## config.mk

```make
export PLATFORM = sky130hd
export DESIGN_NAME = pipeline_controller_flat
export DESIGN_NICKNAME = d
export VERILOG_FILES = /design/src/rtl/pipeline_controller_if.sv /design/src/rtl/pipeline_controller.sv /design/src/flat_wrapper.sv
export SDC_FILE = /design/constraint.sdc
export NUM_CORES = 1
export LEC_CHECK = 0
export BUFFER_PORTS_ARGS = -buffer_cell sky130_fd_sc_hd__buf_2
export CORE_MARGIN = 1
export CORE_UTILIZATION = 57
export CTS_CLUSTER_SIZE = 12
export DETAILED_ROUTE_END_ITERATION = 12
export GPL_TIMING_DRIVEN = 0
export PLACE_DENSITY_LB_ADDON = 0.12
export SLEW_MARGIN = 20
export SYNTH_ARGS = -nofsm -noshare
export SYNTH_HDL_FRONTEND = slang
export SYNTH_SLANG_ARGS = --single-unit
```

## constraint.sdc

```tcl
create_clock -name CLK -period 5 [get_ports CLK]
set_input_delay 0.75 -clock CLK [delete_from_list [all_inputs] [get_ports CLK]]
set_output_delay 0.75 -clock CLK [all_outputs]
set_load 0.02 [all_outputs]
```

## src/rtl/pipeline_controller_if.sv

```systemverilog
// Control bundle between the pipeline sequencer and the datapath.
// The controller sits on the master side; the datapath (or a bench) sits on the slave side.
interface pipeline_controller_if #(
    parameter int CNT_W = 32
);
    // Hazard and status inputs from the datapath stages
    logic             ihit;
    logic             dhit;
    logic             m_dREN;
    logic             m_dWEN;
    logic             m_halt;
    logic             m_redirect;
    logic             e_dREN;
    logic [4:0]       e_regWSEL;
    logic [4:0]       d_rs;
    logic [4:0]       d_rt;
    logic             d_uses_rt;

    // Sequencing outputs to the datapath
    logic             pc_en;
    logic             iREN;
    logic [1:0]       fd_state;
    logic [1:0]       de_state;
    logic [1:0]       em_state;
    logic [1:0]       mw_state;
    logic             halt;
    logic [CNT_W-1:0] stall_cnt;
    logic [CNT_W-1:0] flush_cnt;

    modport master (
        input  ihit, dhit, m_dREN, m_dWEN, m_halt, m_redirect,
               e_dREN, e_regWSEL, d_rs, d_rt, d_uses_rt,
        output pc_en, iREN, fd_state, de_state, em_state, mw_state,
               halt, stall_cnt, flush_cnt
    );

    modport slave (
        output ihit, dhit, m_dREN, m_dWEN, m_halt, m_redirect,
               e_dREN, e_regWSEL, d_rs, d_rt, d_uses_rt,
        input  pc_en, iREN, fd_state, de_state, em_state, mw_state,
               halt, stall_cnt, flush_cnt
    );
endinterface

```

## src/rtl/pipeline_controller.sv

```systemverilog
// Central sequencer for the 5-stage pipeline: drives the four pipeline latch
// controls and PC enable, resolves cache-miss stalls, load-use hazards and
// redirect flushes, runs the halt drain, and keeps two saturating counters.
module pipeline_controller #(
    parameter int DRAIN_CYCLES = 1,
    parameter int CNT_W        = 32
) (
    input  logic CLK,
    input  logic nRST,
    pipeline_controller_if.master bus
);
    typedef enum logic [1:0] {
        NORMAL = 2'b00,
        STALL  = 2'b01,
        FLUSH  = 2'b10
    } pipe_state_t;

    typedef enum logic [1:0] {
        RUN    = 2'b00,
        DRAIN  = 2'b01,
        HALTED = 2'b10
    } ctrl_state_t;

    localparam logic [3:0] DRAIN_LOAD = 4'(DRAIN_CYCLES - 1);

    ctrl_state_t      state_reg, state_next;
    logic             ifetch_done_reg, ifetch_done_next;
    logic [3:0]       drain_cnt_reg, drain_cnt_next;
    logic             halt_reg;
    logic [CNT_W-1:0] stall_cnt_reg, stall_cnt_next;
    logic [CNT_W-1:0] flush_cnt_reg, flush_cnt_next;

    logic             dbusy;
    logic             fetched;
    logic             load_use;
    logic             pc_en_c;
    logic             flush_inc;
    pipe_state_t      fd_c, de_c, em_c, mw_c;

    assign dbusy    = (bus.m_dREN | bus.m_dWEN) & ~bus.dhit;
    assign fetched  = bus.ihit | ifetch_done_reg;
    assign load_use = bus.e_dREN & (bus.e_regWSEL != 5'd0) &
                      ((bus.e_regWSEL == bus.d_rs) |
                       (bus.d_uses_rt & (bus.e_regWSEL == bus.d_rt)));

    // Next-state and latch-control decode, highest-priority hazard first
    always_comb begin
        state_next       = state_reg;
        ifetch_done_next = ifetch_done_reg;
        drain_cnt_next   = drain_cnt_reg;
        pc_en_c          = 1'b0;
        flush_inc        = 1'b0;
        fd_c             = STALL;
        de_c             = STALL;
        em_c             = STALL;
        mw_c             = STALL;

        case (state_reg)
            RUN: begin
                if (dbusy) begin
                    // Everything freezes; remember a fetch that landed meanwhile
                    if (bus.ihit) begin
                        ifetch_done_next = 1'b1;
                    end
                end else if (bus.m_halt) begin
                    // Let the halt move to WB and stop fetching
                    em_c           = FLUSH;
                    mw_c           = NORMAL;
                    state_next     = DRAIN;
                    drain_cnt_next = DRAIN_LOAD;
                end else if (!fetched) begin
                    fd_c = FLUSH;
                    de_c = NORMAL;
                    em_c = NORMAL;
                    mw_c = NORMAL;
                end else if (bus.m_redirect) begin
                    pc_en_c   = 1'b1;
                    fd_c      = FLUSH;
                    de_c      = FLUSH;
                    em_c      = FLUSH;
                    mw_c      = NORMAL;
                    flush_inc = 1'b1;
                end else if (load_use) begin
                    de_c = FLUSH;
                    em_c = NORMAL;
                    mw_c = NORMAL;
                end else begin
                    pc_en_c = 1'b1;
                    fd_c    = NORMAL;
                    de_c    = NORMAL;
                    em_c    = NORMAL;
                    mw_c    = NORMAL;
                end
                // A consumed fetch (PC advanced or redirect flush) clears the flag
                if (pc_en_c) begin
                    ifetch_done_next = 1'b0;
                end
            end
            DRAIN: begin
                em_c = FLUSH;
                mw_c = NORMAL;
                if (drain_cnt_reg == 4'd0) begin
                    state_next = HALTED;
                end else begin
                    drain_cnt_next = drain_cnt_reg - 4'd1;
                end
            end
            default: begin
                state_next = HALTED;
            end
        endcase

        // Saturating performance counters
        stall_cnt_next = stall_cnt_reg;
        if ((state_reg == RUN) && !pc_en_c && (stall_cnt_reg != '1)) begin
            stall_cnt_next = stall_cnt_reg + CNT_W'(1);
        end
        flush_cnt_next = flush_cnt_reg;
        if (flush_inc && (flush_cnt_reg != '1)) begin
            flush_cnt_next = flush_cnt_reg + CNT_W'(1);
        end
    end

    // State, flag and counter registers with asynchronous reset
    always_ff @(posedge CLK or negedge nRST) begin
        if (!nRST) begin
            state_reg       <= RUN;
            ifetch_done_reg <= 1'b0;
            drain_cnt_reg   <= 4'd0;
            halt_reg        <= 1'b0;
            stall_cnt_reg   <= '0;
            flush_cnt_reg   <= '0;
        end else begin
            state_reg       <= state_next;
            ifetch_done_reg <= ifetch_done_next;
            drain_cnt_reg   <= drain_cnt_next;
            halt_reg        <= (state_next == HALTED);
            stall_cnt_reg   <= stall_cnt_next;
            flush_cnt_reg   <= flush_cnt_next;
        end
    end

    // While reset is held the pipeline is frozen regardless of inputs
    assign bus.pc_en     = nRST & pc_en_c;
    assign bus.fd_state  = nRST ? fd_c : STALL;
    assign bus.de_state  = nRST ? de_c : STALL;
    assign bus.em_state  = nRST ? em_c : STALL;
    assign bus.mw_state  = nRST ? mw_c : STALL;
    assign bus.iREN      = ~ifetch_done_reg & (state_reg == RUN);
    assign bus.halt      = halt_reg;
    assign bus.stall_cnt = stall_cnt_reg;
    assign bus.flush_cnt = flush_cnt_reg;
endmodule

```

## src/flat_wrapper.sv

```systemverilog
// flat-port wrapper written by rule: the top's interface ports become plain ports
module pipeline_controller_flat 
#(
    parameter int DRAIN_CYCLES = 1,
    parameter int CNT_W        = 32
)
  (CLK, nRST, bus_ihit, bus_dhit, bus_m_dREN, bus_m_dWEN, bus_m_halt, bus_m_redirect, bus_e_dREN, bus_e_regWSEL, bus_d_rs, bus_d_rt, bus_d_uses_rt, bus_pc_en, bus_iREN, bus_fd_state, bus_de_state, bus_em_state, bus_mw_state, bus_halt, bus_stall_cnt, bus_flush_cnt);
  pipeline_controller_if #(.CNT_W(CNT_W)) bus_i ();
  input  logic CLK;
  input  logic nRST;
  input wire logic [$bits(bus_i.ihit)-1:0] bus_ihit;
  input wire logic [$bits(bus_i.dhit)-1:0] bus_dhit;
  input wire logic [$bits(bus_i.m_dREN)-1:0] bus_m_dREN;
  input wire logic [$bits(bus_i.m_dWEN)-1:0] bus_m_dWEN;
  input wire logic [$bits(bus_i.m_halt)-1:0] bus_m_halt;
  input wire logic [$bits(bus_i.m_redirect)-1:0] bus_m_redirect;
  input wire logic [$bits(bus_i.e_dREN)-1:0] bus_e_dREN;
  input wire logic [$bits(bus_i.e_regWSEL)-1:0] bus_e_regWSEL;
  input wire logic [$bits(bus_i.d_rs)-1:0] bus_d_rs;
  input wire logic [$bits(bus_i.d_rt)-1:0] bus_d_rt;
  input wire logic [$bits(bus_i.d_uses_rt)-1:0] bus_d_uses_rt;
  output wire logic [$bits(bus_i.pc_en)-1:0] bus_pc_en;
  output wire logic [$bits(bus_i.iREN)-1:0] bus_iREN;
  output wire logic [$bits(bus_i.fd_state)-1:0] bus_fd_state;
  output wire logic [$bits(bus_i.de_state)-1:0] bus_de_state;
  output wire logic [$bits(bus_i.em_state)-1:0] bus_em_state;
  output wire logic [$bits(bus_i.mw_state)-1:0] bus_mw_state;
  output wire logic [$bits(bus_i.halt)-1:0] bus_halt;
  output wire logic [$bits(bus_i.stall_cnt)-1:0] bus_stall_cnt;
  output wire logic [$bits(bus_i.flush_cnt)-1:0] bus_flush_cnt;
  assign bus_i.ihit = bus_ihit;
  assign bus_i.dhit = bus_dhit;
  assign bus_i.m_dREN = bus_m_dREN;
  assign bus_i.m_dWEN = bus_m_dWEN;
  assign bus_i.m_halt = bus_m_halt;
  assign bus_i.m_redirect = bus_m_redirect;
  assign bus_i.e_dREN = bus_e_dREN;
  assign bus_i.e_regWSEL = bus_e_regWSEL;
  assign bus_i.d_rs = bus_d_rs;
  assign bus_i.d_rt = bus_d_rt;
  assign bus_i.d_uses_rt = bus_d_uses_rt;
  assign bus_pc_en = bus_i.pc_en;
  assign bus_iREN = bus_i.iREN;
  assign bus_fd_state = bus_i.fd_state;
  assign bus_de_state = bus_i.de_state;
  assign bus_em_state = bus_i.em_state;
  assign bus_mw_state = bus_i.mw_state;
  assign bus_halt = bus_i.halt;
  assign bus_stall_cnt = bus_i.stall_cnt;
  assign bus_flush_cnt = bus_i.flush_cnt;
  pipeline_controller #(.DRAIN_CYCLES(DRAIN_CYCLES), .CNT_W(CNT_W)) u_core (.CLK(CLK), .nRST(nRST), .bus(bus_i));
endmodule
```

==> results of run 1 <==
-- path summary, 6_finish.rpt --
kind / endpoint / slack [ps] / start / depth (start not counted)
min in group CLK: u_core.bus.flush_cnt[31] / 490 / u_core.bus.flush_cnt[31] / 1
min reg2reg: u_core.bus.flush_cnt[31] / 490 / u_core.bus.flush_cnt[31] / 1
min: u_core.bus.stall_cnt[23] / 340 / nRST / 1
max: bus_pc_en / 2070 / bus_e_regWSEL[0] / 6
max reg2reg: u_core.bus.stall_cnt[1] / 2380 / u_core.bus.stall_cnt[0] / 6
max in group asynchronous: u_core.bus.stall_cnt[10] / 4080 / nRST / 2
-- routing by layer --
metal / GRT usage / up-vias
met1: 0.3105 / 1477
met3: 0.05275 / 8
met2: 0.3828 / 97
met4: 0.09828 / 0
li1: - / 1486
met5: 0 / -
-- cells by family after synthesis --
group / count (synthesis) / share of synthesized area
other: 1 / 0.001009
buffers and inverters: 22 / 0.02829
adder cells (fa/ha/maj): 4 / 0.01347
XOR/XNOR: 72 / 0.1698
flip-flops: 72 / 0.4850
AND/OR/NAND/NOR: 171 / 0.2634
multiplexers: 2 / 0.006062
AO/OA/AOI/OAI: 19 / 0.03301
-- worst reg2reg max path, stage by stage (launching register included) --
cell and delay (ps):
dfrtp_1 420, ha_1 220, nand2_1 80, nor4_1 780, nand4_1 420, nand2_1 240
mux2_2 340
-- through the flow --
step                  util  instances
finish              0.7174        555
global route        0.7174        555
CTS                 0.7174        555
detailed placement  0.6849        539
global placement    0.6813        538
floorplan                -        363
-- where the power goes --
| group | internal [mW] | leakage (nW) | total [mW] | switching [mW] |
|---|---|---|---|---|
| Combinational | 0.107 | 1.26 | 0.268 | 0.161 |
| Clock | 0.246 | 0.0989 | 0.470 | 0.224 |
| Sequential | 0.632 | 0.961 | 0.686 | 0.0539 |
| Total | 0.985 | 2.32 | 1.42 | 0.439 |
-- cell type report --
cell class	instances	area (um2)
multi-input cells	269	1808
flip-flops and latches	72	1802
fillers	511	1784
repair buffers	99	513.0
clock buffers	10	137.6
well taps	77	96.34
clock inverters	6	67.56
plain buffers	11	63.81
inverters	11	41.29
-- cells in the final DEF, fill, tap and decap left out, drive strengths merged, types with 4 or more instances in the layout --
| cell type | count |
|---|---|
| buf | 109 |
| dfrtp | 72 |
| xnor2 | 49 |
| nand3 | 33 |
| and3 | 27 |
| nand2 | 27 |
| nor2 | 26 |
| xor2 | 23 |
| nand4 | 22 |
| inv | 12 |
| clkbuf | 11 |
| nor4 | 8 |
| nor3 | 8 |
| a21oi | 7 |
| and4 | 5 |
| ha | 4 |
==> flow_summary.ini, run 1 <==
[sta]
layout_worst_path_cycle_share = 0.5861
finalHoldViolCount = 0
worst_pin_slew_ps = 1066
setup_slack_ps = 2070
period_needed_ps = 2930
rsz0062_at_grt = false
finalSetupViolations = 0
fin_setup_tns_ps = 0
clock_skew_ps = 14.30
fmax_mhz = 341.3
whs_ps = 337.4
relSlewSlack = 0.2826
maxSlewViolCount = 0

[power]
finalPower_mw = 1.423
p_leak_nw = 2.316
powerDensity_nw_per_um2 = 314.3
vdd_ir_drop_max_uv = 243.0

[global_route]
grtUsageTotal = 0.2383
grt_pass1_wl_mm = 12.27
grt_max_degree = 44
antenna_found_initial = 0
overflow = 0
grt_pass1_vias = 2774

[placed_design]
post-place-ws_ps = 2087
gp_congestion = 0.8443
io_buffers = 98
place_area_um2 = 4324
dp_hpwl_mm = 5.678

[worst_setup_path]
crit_type = primary input to output pin
path_cells = buf_2, or4_1, o21ai_0, o31a_1, and3_1, buf_2
cp_slowest_cell = or4_1
critPathLaunchType = primary input
cp.arrival_ps = 2180
cp_max_fo = 3
cp_top_family = simple AND/OR/NAND/NOR gates
critPathMaxStageDelay_ps = 510
crit_buf_inv = 2
cp.required_ps = 4250
cp-end-kind = output pin
crit_top_cell = buf_2

[logic_synthesis]
yosysWarnings = 0
ys.flop_type = dfrtp_1
synth_cell_types = 45
synth.avg_cell_area_um2 = 10.23
ys_seq_area_frac = 0.4850
synth_area_leader_cell = dfrtp_1
async_reset_ff_frac = 1.000
synth_seq_cells = 72
synth_nets = 392
netlist.area_leader.share = 0.4850
syn_inst = 363
synth_area_um2 = 3715
synth_edf_count = 0
ys_top_cells_by_area = dfrtp_1, xnor2_1, xor2_1
yosysMostFrequentCell = dfrtp_1
synthTopCellsByCount = dfrtp_1, xnor2_1, nand3_1

[cells_and_area]
n_antenna_cell = 0
postLayoutCellArea_um2 = 4529
syn_to_final_growth_pct = 21.93
fin_nets = 502
drive_gt1_frac = 0.2887

[outcome]
outcome = finished clean

[die]
num_rows = 29
die_area_um2 = 6844
fp.dieW_um = 82.73
pin_count = 100
start_util = 0.5884
core_um2 = 6314
die_h_um = 82.73

[detailed_routing]
drt_iter0_markers = 141
wl_met1_mm = 3.606
topRoutingLayerUsed = met4
vias = 3068
wl_mm = 7.718
detail_route.first_pass.iterations = 4
ant_nets = 0
route.detailed.drc = 0
wl_met3_um = 424
post_drt_wl_per_cell_um = 13.91
met2WireLength_mm = 3.595
via_per_inst = 5.528

[clocking]
clockBufferDepth = 2
cts_root_buffer = clkbuf_8
cts_made_buffers = 9
cts_max_level = 3
cts_tree = built
cts_setup_buffers = 0
ctsResizeCount = 0
insertion_delay_ps = 350
clkTransAtPathRegs_ps = 90
clkSinkCount = 72
postCtsHoldBufs = 0

[flow_run]
drv_cap = 0

[worst_hold_path]
hold_path_class = primary input to async pin
(Power assumes the default switching activity.)
==> run 2: changes to the inputs <==
--- a/config.mk
+++ b/config.mk
@@ -7,7 +7,7 @@
 export LEC_CHECK = 0
 export BUFFER_PORTS_ARGS = -buffer_cell sky130_fd_sc_hd__buf_2
 export CORE_MARGIN = 1
-export CORE_UTILIZATION = 57
+export CORE_UTILIZATION = 53
 export CTS_CLUSTER_SIZE = 12
 export DETAILED_ROUTE_END_ITERATION = 12
 export GPL_TIMING_DRIVEN = 0
==> constraint.sdc (replaced) <==
create_clock -name CLK -period 2.85 [get_ports CLK]
set_input_delay 0.4275 -clock CLK [delete_from_list [all_inputs] [get_ports CLK]]
set_output_delay 0.4275 -clock CLK [all_outputs]
set_load 0.02 [all_outputs]
==> run 2 against run 1 <==
Sequential power is 76% higher. Cell area increased by 0.50%. Combinational power grew 76%. Via count about the same. Critical endpoint is now bus_de_state[1]. Largest power group unchanged.
==> flow_summary.ini, run 2 (synthesized netlist as in run 1, its figures left out) <==
[outcome]
outcome = finished clean

[placed_design]
gp_congestion = 0.8042
post-place-ws_ps = 292.7
place_area_um2 = 4355
dp_hpwl_mm = 5.910
io_buffers = 98

[worst_setup_path]
crit_path_start = nRST
cp_max_fo = 51
r2r_start = u_core.bus.stall_cnt[0]
cp.required_ps = 2420
critPathLaunchType = primary input
crit_type = primary input to output pin
cp-end-kind = output pin
cp.arrival_ps = 2200

[die]
die_area_um2 = 7348
die_h_um = 85.72
fp.dieW_um = 85.72
start_util = 0.5468
pin_count = 100
core_um2 = 6794
num_rows = 30

[detailed_routing]
wl_mm = 7.884
detail_route.first_pass.iterations = 4
ant_nets = 0
via_per_inst = 5.334
drt_iter0_markers = 121
vias = 3067
post_drt_wl_per_cell_um = 13.71
route.detailed.drc = 0

[clocking]
clockBufferDepth = 2
insertion_delay_ps = 350
clkSinkCount = 72
cts_max_level = 3
cts_tree = built
postCtsHoldBufs = 1
cts_root_buffer = clkbuf_8
clkTransAtPathRegs_ps = 80
cts_made_buffers = 9
ctsResizeCount = 0
cts_setup_buffers = 0

[sta]
worst_pin_slew_ps = 921.3
setup_slack_ps = 219.5
maxSlewViolCount = 0
clock_skew_ps = 6.163
finalHoldViolCount = 0
fmax_mhz = 380.2
fin_setup_tns_ps = 0
rsz0062_at_grt = false
finalSetupViolations = 0
period_needed_ps = 2631
relSlewSlack = 0.3802
layout_worst_path_cycle_share = 0.9230

[cells_and_area]
finish.utilization = 0.6700
syn_to_final_growth_pct = 22.53
drive_gt1_frac = 0.2881
final_common_cell = buf_2
final_cell_mix = buf_2, dfrtp_1, xnor2_1
fin_nets = 503
n_antenna_cell = 0
postLayoutCellArea_um2 = 4552

[global_route]
grt_pass1_vias = 2932
grt_max_degree = 52
antenna_found_initial = 0
grt_pass1_wl_mm = 13.36
grtUsageTotal = 0.2320
overflow = 0

[power]
powerDensity_nw_per_um2 = 540.6
power.switching_uw = 765.9
finalPower_mw = 2.461
p_int_mw = 1.695
vdd_ir_drop_max_uv = 499.2
p_clk_frac = 0.317
combPwrFrac = 0.192
p_leak_nw = 2.324
seqPwrFrac = 0.491
switching_share = 0.3112

[worst_hold_path]
hold_path_class = primary input to register
worstHoldStart = bus_ihit

[flow_run]
drv_cap = 0
-- run 2: layout make-up --
type	instances	area, um2
buffer	11	63.81
clock buffer	9	123.9
clock inverter	7	62.56
fill	565	2242
inverter	11	41.29
multi-input combinational	269	1808
sequential	72	1802
tap	96	120.1
timing repair buffer	100	530.5
-- run 2: power by group through the flow --
stage	sequential (mW)	clock, mW	combinational (mW)
global placement	1.22	0	0.459
detailed placement	1.23	0	0.475
global route	1.22	0.842	0.525
CTS	1.21	0.804	0.480
finish	1.21	0.780	0.473
floorplan	1.28	0	0.239
-- run 2: critical path, cell delays in order --
cell           delay [ps]
dlygate4sd3_1         530
buf_4                 320
buf_16                300
nand3b_1              190
nor3_1                230
buf_2                 190
-- run 2: layer usage --
layer | wire length [um] | part of all wire | vias up | GRT usage
li1 | - | - | 1497 | -
met1 | 3520 | 0.45 | 1458 | 0.2917
met2 | 3767 | 0.48 | 96 | 0.3818
met3 | 390 | 0.049 | 16 | 0.05294
met4 | 206 | 0.026 | 0 | 0.1091
met5 | 0 | 0 | - | 0
-- run 2: stage by stage --
| step | hold WS (ps) | std cells |
|---|---|---|
| 3_3_place_gp | 474.9 | 557 |
| 3_5_place_dp | 357.9 | 558 |
| 2_1_floorplan | 131.9 | 363 |
| 6_report | 364.8 | 575 |
| 5_1_grt | 371.3 | 575 |
| 4_1_cts | 345.4 | 575 |
-- run 2: final timing paths --
kind	to	slack, ps	depth (start not counted)
setup / recovery	bus_de_state[1]	220	6
hold / removal	u_core.ifetch_done_reg	360	2
setup reg to reg	u_core.bus.stall_cnt[1]	300	6
hold reg to reg	u_core.bus.flush_cnt[19]	490	1
max in group asynchronous	u_core.bus.stall_cnt[12]	1780	3
min in group asynchronous	u_core.bus.flush_cnt[9]	520	2
==> run 3: changes to the inputs <==
--- a/config.mk
+++ b/config.mk
@@ -7,7 +7,7 @@
 export LEC_CHECK = 0
 export BUFFER_PORTS_ARGS = -buffer_cell sky130_fd_sc_hd__buf_2
 export CORE_MARGIN = 1
-export CORE_UTILIZATION = 53
+export CORE_UTILIZATION = 30
 export CTS_CLUSTER_SIZE = 12
 export DETAILED_ROUTE_END_ITERATION = 12
 export GPL_TIMING_DRIVEN = 0
==> constraint.sdc (replaced) <==
create_clock -name CLK -period 2.85 [get_ports CLK]
set_input_delay 0.7125 -clock CLK [delete_from_list [all_inputs] [get_ports CLK]]
set_output_delay 0.7125 -clock CLK [all_outputs]
set_load 0.02 [all_outputs]
==> run 3 against run 2 <==
Cell area increased by 5.9%. Worst hold slack got worse by 65 ps. Sequential share of layout area decreased by 2.2 points. Sequential power about the same. Wire length increased by 11%. Core utilization decreased by 27 points. Setup slack got worse by 170 ps. Count of clock-buffer cells in the layout increased by 5. Flip-flop and latch count unchanged. Critical path depth increased by 1.
==> flow_summary.ini, run 3 (synthesized netlist as in run 1, its figures left out) <==
[clocking]
cts_max_level = 3
clkTransAtPathRegs_ps = 60
cts_made_buffers = 9
insertion_delay_ps = 330
clockBufferDepth = 2
postCtsHoldBufs = 0
clkSinkCount = 72
cts_tree = built
cts_root_buffer = clkbuf_16

[detailed_routing]
detail_route.first_pass.iterations = 4
post_drt_wl_per_cell_um = 13.47
wl_mm = 8.730
route.detailed.drc = 0
vias = 3050
ant_nets = 0
via_per_inst = 4.707
drt_iter0_markers = 109

[sta]
rsz0062_at_grt = true
fmax_mhz = 356.5
finalSetupViolations = 0
layout_worst_path_cycle_share = 0.9842
worst_pin_slew_ps = 623.2
relSlewSlack = 0.5811
maxSlewViolCount = 0
period_needed_ps = 2805
finalHoldViolCount = 0
clock_skew_ps = 4.969

[die]
fp.dieW_um = 113.3
num_rows = 40
pin_count = 100
start_util = 0.3080
die_h_um = 113.3
die_area_um2 = 12830
core_um2 = 12060

[worst_setup_path]
cp.arrival_ps = 2090
r2r_start = u_core.bus.flush_cnt[0]
cp.required_ps = 2140
r2r_end = u_core.bus.flush_cnt[1]
crit_path_start = bus_d_rt[2]
crit_type = primary input to output pin
worstSetupEndpoint = bus_pc_en
cp-end-kind = output pin
reg2reg_depth = 8
cp_max_fo = 3
critPathMaxStageDelay_ps = 340
cp_slowest_cell = o31a_1
path_cells = buf_6, xor2_1, nor4_2, a32oi_2, o31a_1, and3_4, buf_6
critPathLaunchType = primary input
cp_top_family = compound AO/OA/AOI/OAI gates
crit_buf_inv = 2
crit_top_cell = buf_6
regToRegSetupSlack_ps = 490
crit_cells = 7

[global_route]
top_usage_layer = met2
grt_use_met2 = 0.2262
grt_max_degree = 50
overflow = 0
grt.met1_usage = 0.1972
grt_pass1_vias = 2983
antenna_found_initial = 0
use_met3 = 0.03428
grtUsageTotal = 0.1465
grt_pass1_wl_mm = 14.64

[cells_and_area]
final_cell_mix = buf_2, dfrtp_1, xnor2_1
finish.utilization = 0.3997
n_fill_cell = 1248
postLayoutCellArea_um2 = 4821
syn_to_final_growth_pct = 29.77
final_common_cell = buf_2
n_antenna_cell = 0
fin_nets = 504
drive_gt1_frac = 0.3021

[placed_design]
dp_hpwl_mm = 6.482
gp_congestion = 0.7286
place_area_um2 = 4446
io_buffers = 98

[power]
vdd_ir_drop_max_uv = 234.2
p_leak_nw = 2.393
powerDensity_nw_per_um2 = 582.4

[flow_run]
drv_cap = 0

[worst_hold_path]
hold_path_class = primary input to async pin

[outcome]
outcome = finished clean
## run 3: final cells by class
| type | instances | area [um2] | area share |
|---|---|---|---|
| clock buffer | 14 | 294.0 | 0.06099 |
| timing repair buffer | 101 | 560.5 | 0.1163 |
| sequential | 72 | 1802 | 0.3737 |
| clock inverter | 2 | 10.01 | 0.002076 |
| buffer | 11 | 63.81 | 0.01324 |
| multi-input combinational | 269 | 1839 | 0.3815 |
| tap | 168 | 210.2 | 0.04360 |
| inverter | 11 | 41.29 | 0.008565 |
## run 3: layer usage
layer	routed length, um	part of all wire
met1	4171	0.48
met3	384	0.044
met5	0	0
met2	4049	0.46
met4	125	0.014
## run 3: worst min-delay path by stage
stage               cells after the start                       end                      from  slack [ps]
floorplan                               0   u_core.bus.flush_cnt[0]                      nRST         420
global placement                        1   u_core.bus.flush_cnt[5]   u_core.bus.flush_cnt[5]         480
detailed placement                      1  u_core.bus.stall_cnt[30]  u_core.bus.stall_cnt[30]         480
CTS                                     1  u_core.bus.flush_cnt[21]                      nRST         310
global route                            1  u_core.bus.flush_cnt[20]                      nRST         320
finish                                  1  u_core.bus.flush_cnt[20]                      nRST         300
## run 3: stage by stage
| stage | std cells | worst slack, ps | hold WS (ps) | total power, mW | TNS, ps |
|---|---|---|---|---|---|
| floorplan | 363 | 129.9 | 416.9 | 1.516 | 0 |
| global placement | 629 | -778.0 | 477.0 | 1.698 | -5265 |
| detailed placement | 630 | -38.03 | 483.5 | 1.707 | -38.03 |
| CTS | 648 | -3.120 | 305.4 | 2.856 | -3.120 |
| global route | 648 | -27.88 | 319.9 | 2.970 | -27.88 |
| finish | 648 | 45.04 | 299.4 | 2.808 | 0 |
## run 3: where the power goes
group          total (mW)  switching (mW)  leakage, nW  internal, mW
clock                1.12           0.414        0.155         0.705
sequential           1.20          0.0938        0.961          1.11
combinational       0.485           0.290         1.28         0.195
total                2.81           0.797         2.39          2.01
## run 3: what timing repair did
item	4_1_cts	5_1_grt
resized for setup	8	4
gates cloned	0	0
buffers inserted	2	0
pin swaps	5	0
endpoints found under the setup margin	1	8
